<file path="src/rtl/fetch_pkg.sv">
// Shared definitions for the instruction-fetch stage.
//   PC_W                 : default PC / target width (byte address, word aligned)
//   btb_idx_w / btb_tag_w: BTB index and tag widths for a given geometry
//   btb_entry_t          : one BTB entry {valid, tag, target, ctr}
//   CTR_*                : 2-bit saturating branch counter states
// Entry tag/target fields are sized by the package PC_W. Tags are stored
// zero-extended, so any instance PC_W must not exceed the package PC_W.
package fetch_pkg;

  localparam int PC_W = 12;

  localparam logic [1:0] CTR_SNT = 2'd0;
  localparam logic [1:0] CTR_WNT = 2'd1;
  localparam logic [1:0] CTR_WT  = 2'd2;
  localparam logic [1:0] CTR_ST  = 2'd3;

  function automatic int btb_idx_w(input int btb_n);
    return (btb_n <= 2) ? 1 : $clog2(btb_n);
  endfunction

  // Bits [1:0] are the byte offset and never take part in index or tag.
  function automatic int btb_tag_w(input int pc_w, input int btb_n);
    return pc_w - btb_idx_w(btb_n) - 2;
  endfunction

  typedef struct packed {
    logic            valid;
    logic [PC_W-1:0] tag;
    logic [PC_W-1:0] target;
    logic [1:0]      ctr;
  } btb_entry_t;

endpackage

</file>
<file path="src/rtl/fetch_stage_if.sv">
// Handshake/bus bundle of the fetch stage.
//   go, redirect, redirect_pc           : PC control from the pipeline
//   upd_valid/pc/taken/target           : branch resolution from execute
//   imem_addr / imem_data               : asynchronous instruction ROM port
//   pc_4, instruction, addr, p          : values for the IF/ID register
// slave  = the fetch stage, master = its environment.
interface fetch_stage_if #(
  parameter int PC_W = 12
);
  logic            go;
  logic            redirect;
  logic [PC_W-1:0] redirect_pc;
  logic            upd_valid;
  logic [PC_W-1:0] upd_pc;
  logic            upd_taken;
  logic [PC_W-1:0] upd_target;
  logic [PC_W-1:0] imem_addr;
  logic [31:0]     imem_data;
  logic [PC_W-1:0] pc_4;
  logic [31:0]     instruction;
  logic [PC_W-1:0] addr;
  logic            p;

  modport master (
    output go, redirect, redirect_pc,
    output upd_valid, upd_pc, upd_taken, upd_target,
    output imem_data,
    input  imem_addr, pc_4, instruction, addr, p
  );

  modport slave (
    input  go, redirect, redirect_pc,
    input  upd_valid, upd_pc, upd_taken, upd_target,
    input  imem_data,
    output imem_addr, pc_4, instruction, addr, p
  );
endinterface

</file>
<file path="src/rtl/fetch_stage_btb.sv">
// Direct-mapped branch target buffer.
//   clk, rst                  : clock, asynchronous active-high reset
//   lookup_pc                 : fetch PC, looked up combinationally
//   pred_taken, pred_target   : prediction (target is 0 on a miss)
//   upd_valid/pc/taken/target : resolved branch, written on the rising edge
// A lookup and update on the same index in one cycle sees the old entry.
module btb #(
  parameter int PC_W  = fetch_pkg::PC_W,
  parameter int BTB_N = 8
) (
  input  logic            clk,
  input  logic            rst,
  input  logic [PC_W-1:0] lookup_pc,
  output logic            pred_taken,
  output logic [PC_W-1:0] pred_target,
  input  logic            upd_valid,
  input  logic [PC_W-1:0] upd_pc,
  input  logic            upd_taken,
  input  logic [PC_W-1:0] upd_target
);
  import fetch_pkg::*;

  localparam int IW = btb_idx_w(BTB_N);
  localparam int TW = btb_tag_w(PC_W, BTB_N);
  localparam int EW = fetch_pkg::PC_W;

  localparam btb_entry_t RESET_ENTRY = '{valid: 1'b0, tag: '0, target: '0, ctr: CTR_WNT};

  logic [IW-1:0] lk_idx, up_idx;
  logic [TW-1:0] lk_tag, up_tag;
  logic [PC_W-1:0] up_target_al;
  logic unused_bits;

  btb_entry_t entries [BTB_N];
  btb_entry_t lk_ent, up_ent, up_next;
  logic lk_hit, up_hit, up_write;

  assign lk_idx = lookup_pc[IW+1:2];
  assign lk_tag = lookup_pc[PC_W-1:IW+2];
  assign up_idx = upd_pc[IW+1:2];
  assign up_tag = upd_pc[PC_W-1:IW+2];
  assign up_target_al = {upd_target[PC_W-1:2], 2'b00};
  assign unused_bits = ^{lookup_pc[1:0], upd_pc[1:0], upd_target[1:0]};

  // Lookup port
  assign lk_ent      = entries[lk_idx];
  assign lk_hit      = lk_ent.valid && (lk_ent.tag == EW'(lk_tag));
  assign pred_taken  = lk_hit && lk_ent.ctr[1];
  assign pred_target = lk_hit ? lk_ent.target[PC_W-1:0] : '0;

  // Update port: compute the new contents of the addressed entry once
  assign up_ent = entries[up_idx];
  assign up_hit = up_ent.valid && (up_ent.tag == EW'(up_tag));

  always_comb begin
    up_next  = up_ent;
    up_write = 1'b0;
    if (upd_valid) begin
      if (up_hit) begin
        up_write = 1'b1;
        if (upd_taken) begin
          up_next.ctr    = (up_ent.ctr == CTR_ST) ? CTR_ST : up_ent.ctr + 2'd1;
          up_next.target = EW'(up_target_al);
        end else begin
          up_next.ctr    = (up_ent.ctr == CTR_SNT) ? CTR_SNT : up_ent.ctr - 2'd1;
        end
      end else if (upd_taken) begin
        // Allocate, evicting whatever branch occupied this slot
        up_write = 1'b1;
        up_next  = '{valid: 1'b1, tag: EW'(up_tag), target: EW'(up_target_al), ctr: CTR_WT};
      end
    end
  end

  generate
    for (genvar gi = 0; gi < BTB_N; gi++) begin : g_entry
      btb_entry_t entry_reg;

      always_ff @(posedge clk or posedge rst) begin
        if (rst) begin
          entry_reg <= RESET_ENTRY;
        end else if (up_write && (up_idx == IW'(gi))) begin
          entry_reg <= up_next;
        end
      end

      assign entries[gi] = entry_reg;
    end
  endgenerate

endmodule

</file>
<file path="src/rtl/fetch_stage.sv">
// Instruction-fetch stage: PC register, next-PC selection, PC+4 adder and BTB.
//   clk, rst : clock, asynchronous active-high reset
//   bus      : fetch_stage_if.slave (control, BTB update, imem, IF/ID values)
// All outputs are combinational from the PC and BTB state.
module fetch_stage #(
  parameter int              PC_W     = fetch_pkg::PC_W,
  parameter int              BTB_N    = 8,
  parameter logic [PC_W-1:0] RESET_PC = '0
) (
  input  logic         clk,
  input  logic         rst,
  fetch_stage_if.slave bus
);
  import fetch_pkg::*;

  localparam logic [PC_W-1:0] RESET_PC_AL = {RESET_PC[PC_W-1:2], 2'b00};
  localparam logic [PC_W-1:0] PC_STEP     = PC_W'(4);

  logic [PC_W-1:0] pc_reg, pc_next, pc_plus4;
  logic [PC_W-1:0] redirect_al;
  logic            pred_taken;
  logic [PC_W-1:0] pred_target;
  logic            unused_bits;

  assign redirect_al = {bus.redirect_pc[PC_W-1:2], 2'b00};
  assign unused_bits = ^bus.redirect_pc[1:0];
  assign pc_plus4    = pc_reg + PC_STEP;  // wraps modulo 2^PC_W

  btb #(
    .PC_W  (PC_W),
    .BTB_N (BTB_N)
  ) u_btb (
    .clk         (clk),
    .rst         (rst),
    .lookup_pc   (pc_reg),
    .pred_taken  (pred_taken),
    .pred_target (pred_target),
    .upd_valid   (bus.upd_valid),
    .upd_pc      (bus.upd_pc),
    .upd_taken   (bus.upd_taken),
    .upd_target  (bus.upd_target)
  );

  // A redirect wins even over a stall: the wrong-path PC must never survive.
  always_comb begin
    pc_next = pc_reg;
    if (bus.redirect)     pc_next = redirect_al;
    else if (!bus.go)     pc_next = pc_reg;
    else if (pred_taken)  pc_next = pred_target;
    else                  pc_next = pc_plus4;
  end

  always_ff @(posedge clk or posedge rst) begin
    if (rst) pc_reg <= RESET_PC_AL;
    else     pc_reg <= pc_next;
  end

  assign bus.imem_addr   = pc_reg;
  assign bus.pc_4        = pc_plus4;
  assign bus.instruction = bus.imem_data;
  assign bus.addr        = pred_target;
  assign bus.p           = pred_taken;

endmodule

</file>
<file path="src/flat_wrapper.sv">
// flat-port wrapper written by rule: the top's interface ports become plain ports
module fetch_stage_flat import fetch_pkg::*;
#(
  parameter int              PC_W     = fetch_pkg::PC_W,
  parameter int              BTB_N    = 8,
  parameter logic [PC_W-1:0] RESET_PC = '0
)
  (clk, rst, bus_go, bus_redirect, bus_redirect_pc, bus_upd_valid, bus_upd_pc, bus_upd_taken, bus_upd_target, bus_imem_data, bus_imem_addr, bus_pc_4, bus_instruction, bus_addr, bus_p);
  fetch_stage_if #(.PC_W(PC_W)) bus_i ();
  input  logic clk;
  input  logic rst;
  input wire logic [$bits(bus_i.go)-1:0] bus_go;
  input wire logic [$bits(bus_i.redirect)-1:0] bus_redirect;
  input wire logic [$bits(bus_i.redirect_pc)-1:0] bus_redirect_pc;
  input wire logic [$bits(bus_i.upd_valid)-1:0] bus_upd_valid;
  input wire logic [$bits(bus_i.upd_pc)-1:0] bus_upd_pc;
  input wire logic [$bits(bus_i.upd_taken)-1:0] bus_upd_taken;
  input wire logic [$bits(bus_i.upd_target)-1:0] bus_upd_target;
  input wire logic [$bits(bus_i.imem_data)-1:0] bus_imem_data;
  output wire logic [$bits(bus_i.imem_addr)-1:0] bus_imem_addr;
  output wire logic [$bits(bus_i.pc_4)-1:0] bus_pc_4;
  output wire logic [$bits(bus_i.instruction)-1:0] bus_instruction;
  output wire logic [$bits(bus_i.addr)-1:0] bus_addr;
  output wire logic [$bits(bus_i.p)-1:0] bus_p;
  assign bus_i.go = bus_go;
  assign bus_i.redirect = bus_redirect;
  assign bus_i.redirect_pc = bus_redirect_pc;
  assign bus_i.upd_valid = bus_upd_valid;
  assign bus_i.upd_pc = bus_upd_pc;
  assign bus_i.upd_taken = bus_upd_taken;
  assign bus_i.upd_target = bus_upd_target;
  assign bus_i.imem_data = bus_imem_data;
  assign bus_imem_addr = bus_i.imem_addr;
  assign bus_pc_4 = bus_i.pc_4;
  assign bus_instruction = bus_i.instruction;
  assign bus_addr = bus_i.addr;
  assign bus_p = bus_i.p;
  fetch_stage #(.PC_W(PC_W), .BTB_N(BTB_N), .RESET_PC(RESET_PC)) u_core (.clk(clk), .rst(rst), .bus(bus_i));
endmodule
</file>
<file path="config.mk">
export PLATFORM = sky130hd
export DESIGN_NAME = fetch_stage_flat
export DESIGN_NICKNAME = d
export VERILOG_FILES = /design/src/rtl/fetch_pkg.sv /design/src/rtl/fetch_stage_if.sv /design/src/rtl/fetch_stage_btb.sv /design/src/rtl/fetch_stage.sv /design/src/flat_wrapper.sv
export SDC_FILE = /design/constraint.sdc
export NUM_CORES = 1
export LEC_CHECK = 0
export ABC_AREA = 1
export BUFFER_PORTS_ARGS = -buffer_cell sky130_fd_sc_hd__buf_2
export CELL_PAD_IN_SITES_DETAIL_PLACEMENT = 1
export CELL_PAD_IN_SITES_GLOBAL_PLACEMENT = 1
export CORE_MARGIN = 10
export CORE_UTILIZATION = 25
export CTS_CLUSTER_SIZE = 25
export DETAILED_ROUTE_END_ITERATION = 7
export PLACE_DENSITY_LB_ADDON = 0.1
export SLEW_MARGIN = 25
export SYNTH_ARGS = -nofsm -noshare
export SYNTH_HDL_FRONTEND = slang
export SYNTH_SLANG_ARGS = --single-unit
</file>
<file path="constraint.sdc">
create_clock -name clk -period 8.75 [get_ports clk]
set_input_delay 0.875 -clock clk [delete_from_list [all_inputs] [get_ports clk]]
set_output_delay 0.875 -clock clk [all_outputs]
set_load 0.01 [all_outputs]
</file>
# [After elaboration in Yosys (flattened, before gate mapping)]
# Cells that the tools add are included.
[word_totals] regBits=228 input_bits=74
[classes] n_addsub=3 eq_ne=10 muxes=21 magnitude_cmp=2 bitwise_logic=2 reduce_logical=14
[op_table] cell="$bmux 27 s3" n=2
[op_table] cell="$mux 27" n=6
[op_table] cell="$mux 12" n=5
[op_table] cell="$eq 12x7->1" n=2
[op_table] cell="$mux 14" n=1
[op_table] cell="$mux 13" n=1
[op_table] cell="$add 12x3->12 const B" n=1
[op_table] cell="$eq 3x3->1 const B" n=4
[op_table] cell="$logic_and 1x1->1" n=11
[op_table] cell="$ge 4x4->1 const B" n=2
[op_table] cell="$not 3->4" n=2
[op_table] cell="$eq 3x2->1 const B" n=2
[op_table] cell="$mux 2" n=3
[op_table] cell="$eq 3x1->1 const B" n=1
[op_table] cell="$logic_not 3->1" n=1
[op_table] cell="$mux 1" n=3
[op_table] cell="$add 2x1->2 const B" n=1
[op_table] cell="$eq 2x2->1 const B" n=1
[op_table] cell="$logic_not 2->1" n=1
[op_table] cell="$reduce_bool 2->1" n=1
[op_table] cell="$sub 2x1->2 const B" n=1

# [Logic depth before layout (Yosys ltp)]
[logic_depth] word_depth=10 mapped_depth=19 mapped_depth_nobuf=16

# [Hierarchy]
# From an unflattened synthesis, not the netlist that was laid out.
[unflattened] cells_unflattened=1748 hier_area_um2=12724.7
[by_module_without_submodules] mod="btb" area_each_um2=11576.1 cells_each=1585 instances=1
[by_module_without_submodules] mod="fetch_stage" area_each_um2=1148.6 cells_each=163 instances=1

# [Least setup slack after synthesis]
# Ideal clock, no wire load.
[synth_path] path_kind="flip-flop to output port" start="register u_core.pc_reg[3] (netlist: u_core.bus.imem_addr[3])" end="output port bus_addr[10]" path_buffers=4 setup_slack_ns=5.736 required_ns=7.875 path_stages_with_launch=9 arrival_time_ns=2.139 cell_sequence="dfrtp_1 clkbuf_1 inv_1 clkbuf_1 clkbuf_1 clkbuf_1 a21oi_1 a221o_1 a21oi_1"
[synth_via] elab_chain_len=7
[synth_rtl] item="start, declared" line="fetch_stage.sv:19" source="logic [PC_W-1:0] pc_reg, pc_next, pc_plus4;"
[synth_rtl] item="start signal, assigned" line="fetch_stage.sv:55" source="else pc_reg <= pc_next;"
[synth_rtl] item="$not 3->4 (implied by the code) *" line="fetch_stage_btb.sv:46" source="assign lk_ent = entries[lk_idx];"
[synth_rtl] item="$bmux 27 s3 *" line="fetch_stage_btb.sv:46"
[synth_rtl] item="$mux 27 (implied by the code) * (2 in a row)" line="fetch_stage_btb.sv:46"
[synth_rtl] item="$eq 12x7->1" line="fetch_stage_btb.sv:47" source="assign lk_hit = lk_ent.valid && (lk_ent.tag == EW'(lk_tag));"
[synth_rtl] item="$logic_and 1x1->1" line="fetch_stage_btb.sv:47"
[synth_rtl] item="$mux 12 *" line="fetch_stage_btb.sv:49" source="assign pred_target = lk_hit ? lk_ent.target[PC_W-1:0] : '0;"
[synth_rtl] item="end, declared" line="flat_wrapper.sv:23" source="output wire logic [$bits(bus_i.addr)-1:0] bus_addr;"
# Mark *: on every way between the ends. The rest lies on a longest branch, timed or not. The select of a mux whose other input is x is not followed.

# [Final worst setup path]
[layout_path] start="register u_core.pc_reg[2] (netlist: u_core.bus.imem_addr[2])" end="output port bus_addr[9]"
# Same word-level chain as after synthesis.

==> results.md <==
- # port buffers: just over 70
- Yosys reg bits: 228
- Crit Path Class: flip-flop to output pin
- Final wirelength: between 50 and 60 mm
- Clock transition at path regs: approximately 0.060 ns
- Hold_buf cts: 0
- RD Place Congestion: roughly 0.76
- Hold Path Class: input port to async pin
- Synth area leaders: dfrtp_1, nand2_1, o21ai_0, nor2_1, nand3_1
- CP startpoint kind: flip-flop
- Die X-Extent: about 250 um
- Gr usage total: 0.182
- Vias per Instance: slightly below 5
- Layout Skew: ~0.016 ns
- Post-CTS resize count: 0
- Fraction of layout cells with a size suffix above 1: 0.103
- Critical path endpoint category: output pin
- Starting density of the core: 0.254
- Largest net degree at the start of global routing: roughly 120
- Clk buf depth: 3
- Final Slew Violations: 0
- Area leader, netlist: dfrtp_1
- Post-route DRC: 0
- First-pass DRT Iterations: 5
- Most used cell, CP: nand2_1
- WP data required: between 7 and 8 ns
- Syn_area_per_cell: 7.15 sq um
- Final #Nets: approximately 1900
- Slew headroom: 0.267
- Placement Cell Area: 0.0136 sq mm
- DP Wirelength: 34.1 mm
- Worst-Margin Slew: 1.10 ns
- Final instance area: between 0.01 and 0.015 sq mm
- Power Density: 247 mW/mm^2
- Endpoints failing setup: 0
- Die area: between 0.06 and 0.07 sq mm
- DR iter-0 viols: between 600 and 700
- Post-Syn Area: 0.0128 sq mm
- Final Hold Fails: 0
- Dpl cells: approximately 2400
- Worst-Skew Late Latency: ~0.58 ns
- Die Y: approximately 250 um
- Post-CTS setup buffers: 0
- Clock sinks: 228
- Crit-path slowest cell: dfrtp_4
- Floorplan row count: between 80 and 90
- Status: finished clean
- Worst VDD drop: ~0.00015 V
- Initial antenna violation count: 0
- Global-route wire length before repair: between 80 and 90 mm
- CTS tree: yes
- Sequential-to-total area share from yosys stat: 0.445
- Wire per inst: roughly 22 um
- Max stage delay on crit path: about 0.82 ns
- CTS Buf Count: 31
- Top cells by count, synth: nand2_1, dfrtp_1, nor2_1, o21ai_0, inv_1
- H-tree levels: 1
- CTS root buf: clkbuf_16
- Routed Antenna Nets: 0
- Tcrit/Tclk final: 0.718
- R2R depth: 16
- RSZ-0062 raised after global routing: false
- Utilization after layout: 0.290
- CP Max Fanout: 67
- I/O pins: around 140
- Most frequent cell after synthesis: nand2_1
- Syn Nets: roughly 1900
- Max frequency: roughly 0.16 GHz
- Non-Filler Instances: 2479
- Max-cap viol count: 0
- Total grt overflow: 0
- Crit path time final: 6.28 ns
- Area share of the leading cell type in the synthesized netlist: 0.429
- Antenna Diode Count: 0
- Worst R2R End: u_core.bus.imem_addr[0]$_DFFE_PP0P_
- Leak: approximately 7 nW
- Most used DFF post-synth: dfrtp_1
- Via count: 12210
- Core Area: a little over 0.05 sq mm
- Arrival time at the worst endpoint: between 5 and 6 ns
- Fillcell total: approximately 6200
- Post-synth ARST share: 1.00
- Synthesis-to-layout area growth: 14.2%
- Number of synthesized flops with an enable pin: 0
- CP Cell Sequence: inv_2, buf_4, nand3_1, nand3_1, nand2_1, nand2_1, nand2_1, inv_1, nand2_1, nor2_1, nand3_1, nor2_1, inv_1, a21oi_1, buf_2
- Worst r2r src: u_core.bus.imem_addr[2]$_DFFE_PP0P_
- FF-to-FF setup slack: 4.09 ns
- Sum of negative setup slack: 0 ns
- Vias in the first global route: roughly 13000
- Synth Warn #: 0
- Synthesized instance count: roughly 1800
- Unique masters post-synth: 37
-- power breakdown --
part           switching, mW  internal (mW)  total (mW)
Sequential             0.165           1.26        1.42
Combinational          0.580          0.272       0.852
Clock                  0.521          0.819        1.34
Total                   1.27           2.35        3.61
-- cell type report --
class | count | area (sq um) | share of cell area
inverters | 137 | 522 | 0.0356
well taps | 672 | 841 | 0.0574
clock buffers | 45 | 888 | 0.0606
multi-input cells | 1287 | 5950 | 0.406
clock inverters | 13 | 176 | 0.0120
repair buffers | 97 | 548 | 0.0374
flip-flops and latches | 228 | 5720 | 0.391
-- metal layers --
layer / vias to the layer above / routed length [um] / GRT usage
li1: 5777 / - / -
met1: 6134 / 25800 / 0.241
met2: 220 / 26900 / 0.312
met3: 79 / 1610 / 0.0208
met4: 0 / 1420 / 0.0442
met5: - / 0 / 0
-- per-stage QoR --
stage	setup WS (ns)	hold WS, ns	total power [mW]
floorplan	1.64	0.447	1.98
global placement	3.13	0.457	2.28
detailed placement	3.13	0.460	2.30
CTS	2.47	0.470	3.67
global route	2.21	0.484	3.85
finish	2.47	0.425	3.61
-- how the worst max path moves through the flow --
stage,startpoint,slack (ns),endpoint
final,u_core.bus.imem_addr[2]$_DFFE_PP0P_,2.47,bus_addr[9]
after global routing,u_core.bus.imem_addr[2]$_DFFE_PP0P_,2.21,bus_addr[9]
after CTS,u_core.bus.imem_addr[2]$_DFFE_PP0P_,2.47,bus_addr[9]
after detailed placement,u_core.bus.imem_addr[2]$_DFFE_PP0P_,3.13,bus_addr[9]
after global placement,u_core.bus.imem_addr[2]$_DFFE_PP0P_,3.13,bus_addr[9]
after floorplan,rst,1.64,u_core.bus.imem_addr[0]$_DFFE_PP0P_
-- placed cells by master (no fill, tap or decap), types with 6 or more instances in the layout --
master / n
nor2_1: 180
nand4_1: 17
o21ai_1: 18
buf_2: 72
a22oi_1: 13
o22ai_1: 36
a21oi_1: 87
clkbuf_1: 8
xor2_1: 8
o21ai_0: 145
nand2_1: 588
inv_1: 130
buf_4: 25
dfrtp_1: 218
clkbuf_8: 6
clkbuf_16: 31
a221o_1: 19
dfstp_2: 8
nand3_1: 129
-- flip-flops by register name (all words and copies together), names as in the netlist --
| register | count |
|---|---|
| u_core.u_btb.entries | 216 |
| u_core.bus.imem_addr | 12 |
-- cells by family after synthesis --
group / count (synthesis) / share of synthesized area
AOI/OAI and AO/OA: 341 / 0.155
xor gates and xnor gates: 8 / 0.00546
adders and majority gates: 1 / 0.000975
buffers and inverters: 279 / 0.0955
DFF: 228 / 0.445
muxes: 3 / 0.00244
and+or+nand+nor: 934 / 0.296
-- critical path: cells and delay by family (launching register included) --
| family | cells | cell delay, ns |
|---|---|---|
| buffers and inverters | 5 | 2.15 |
| AOI/OAI and AO/OA | 1 | 0.44 |
| and+or+nand+nor | 9 | 1.35 |
| DFF | 1 | 0.82 |
No activity file was read; power rests on OpenSTA's default activity.
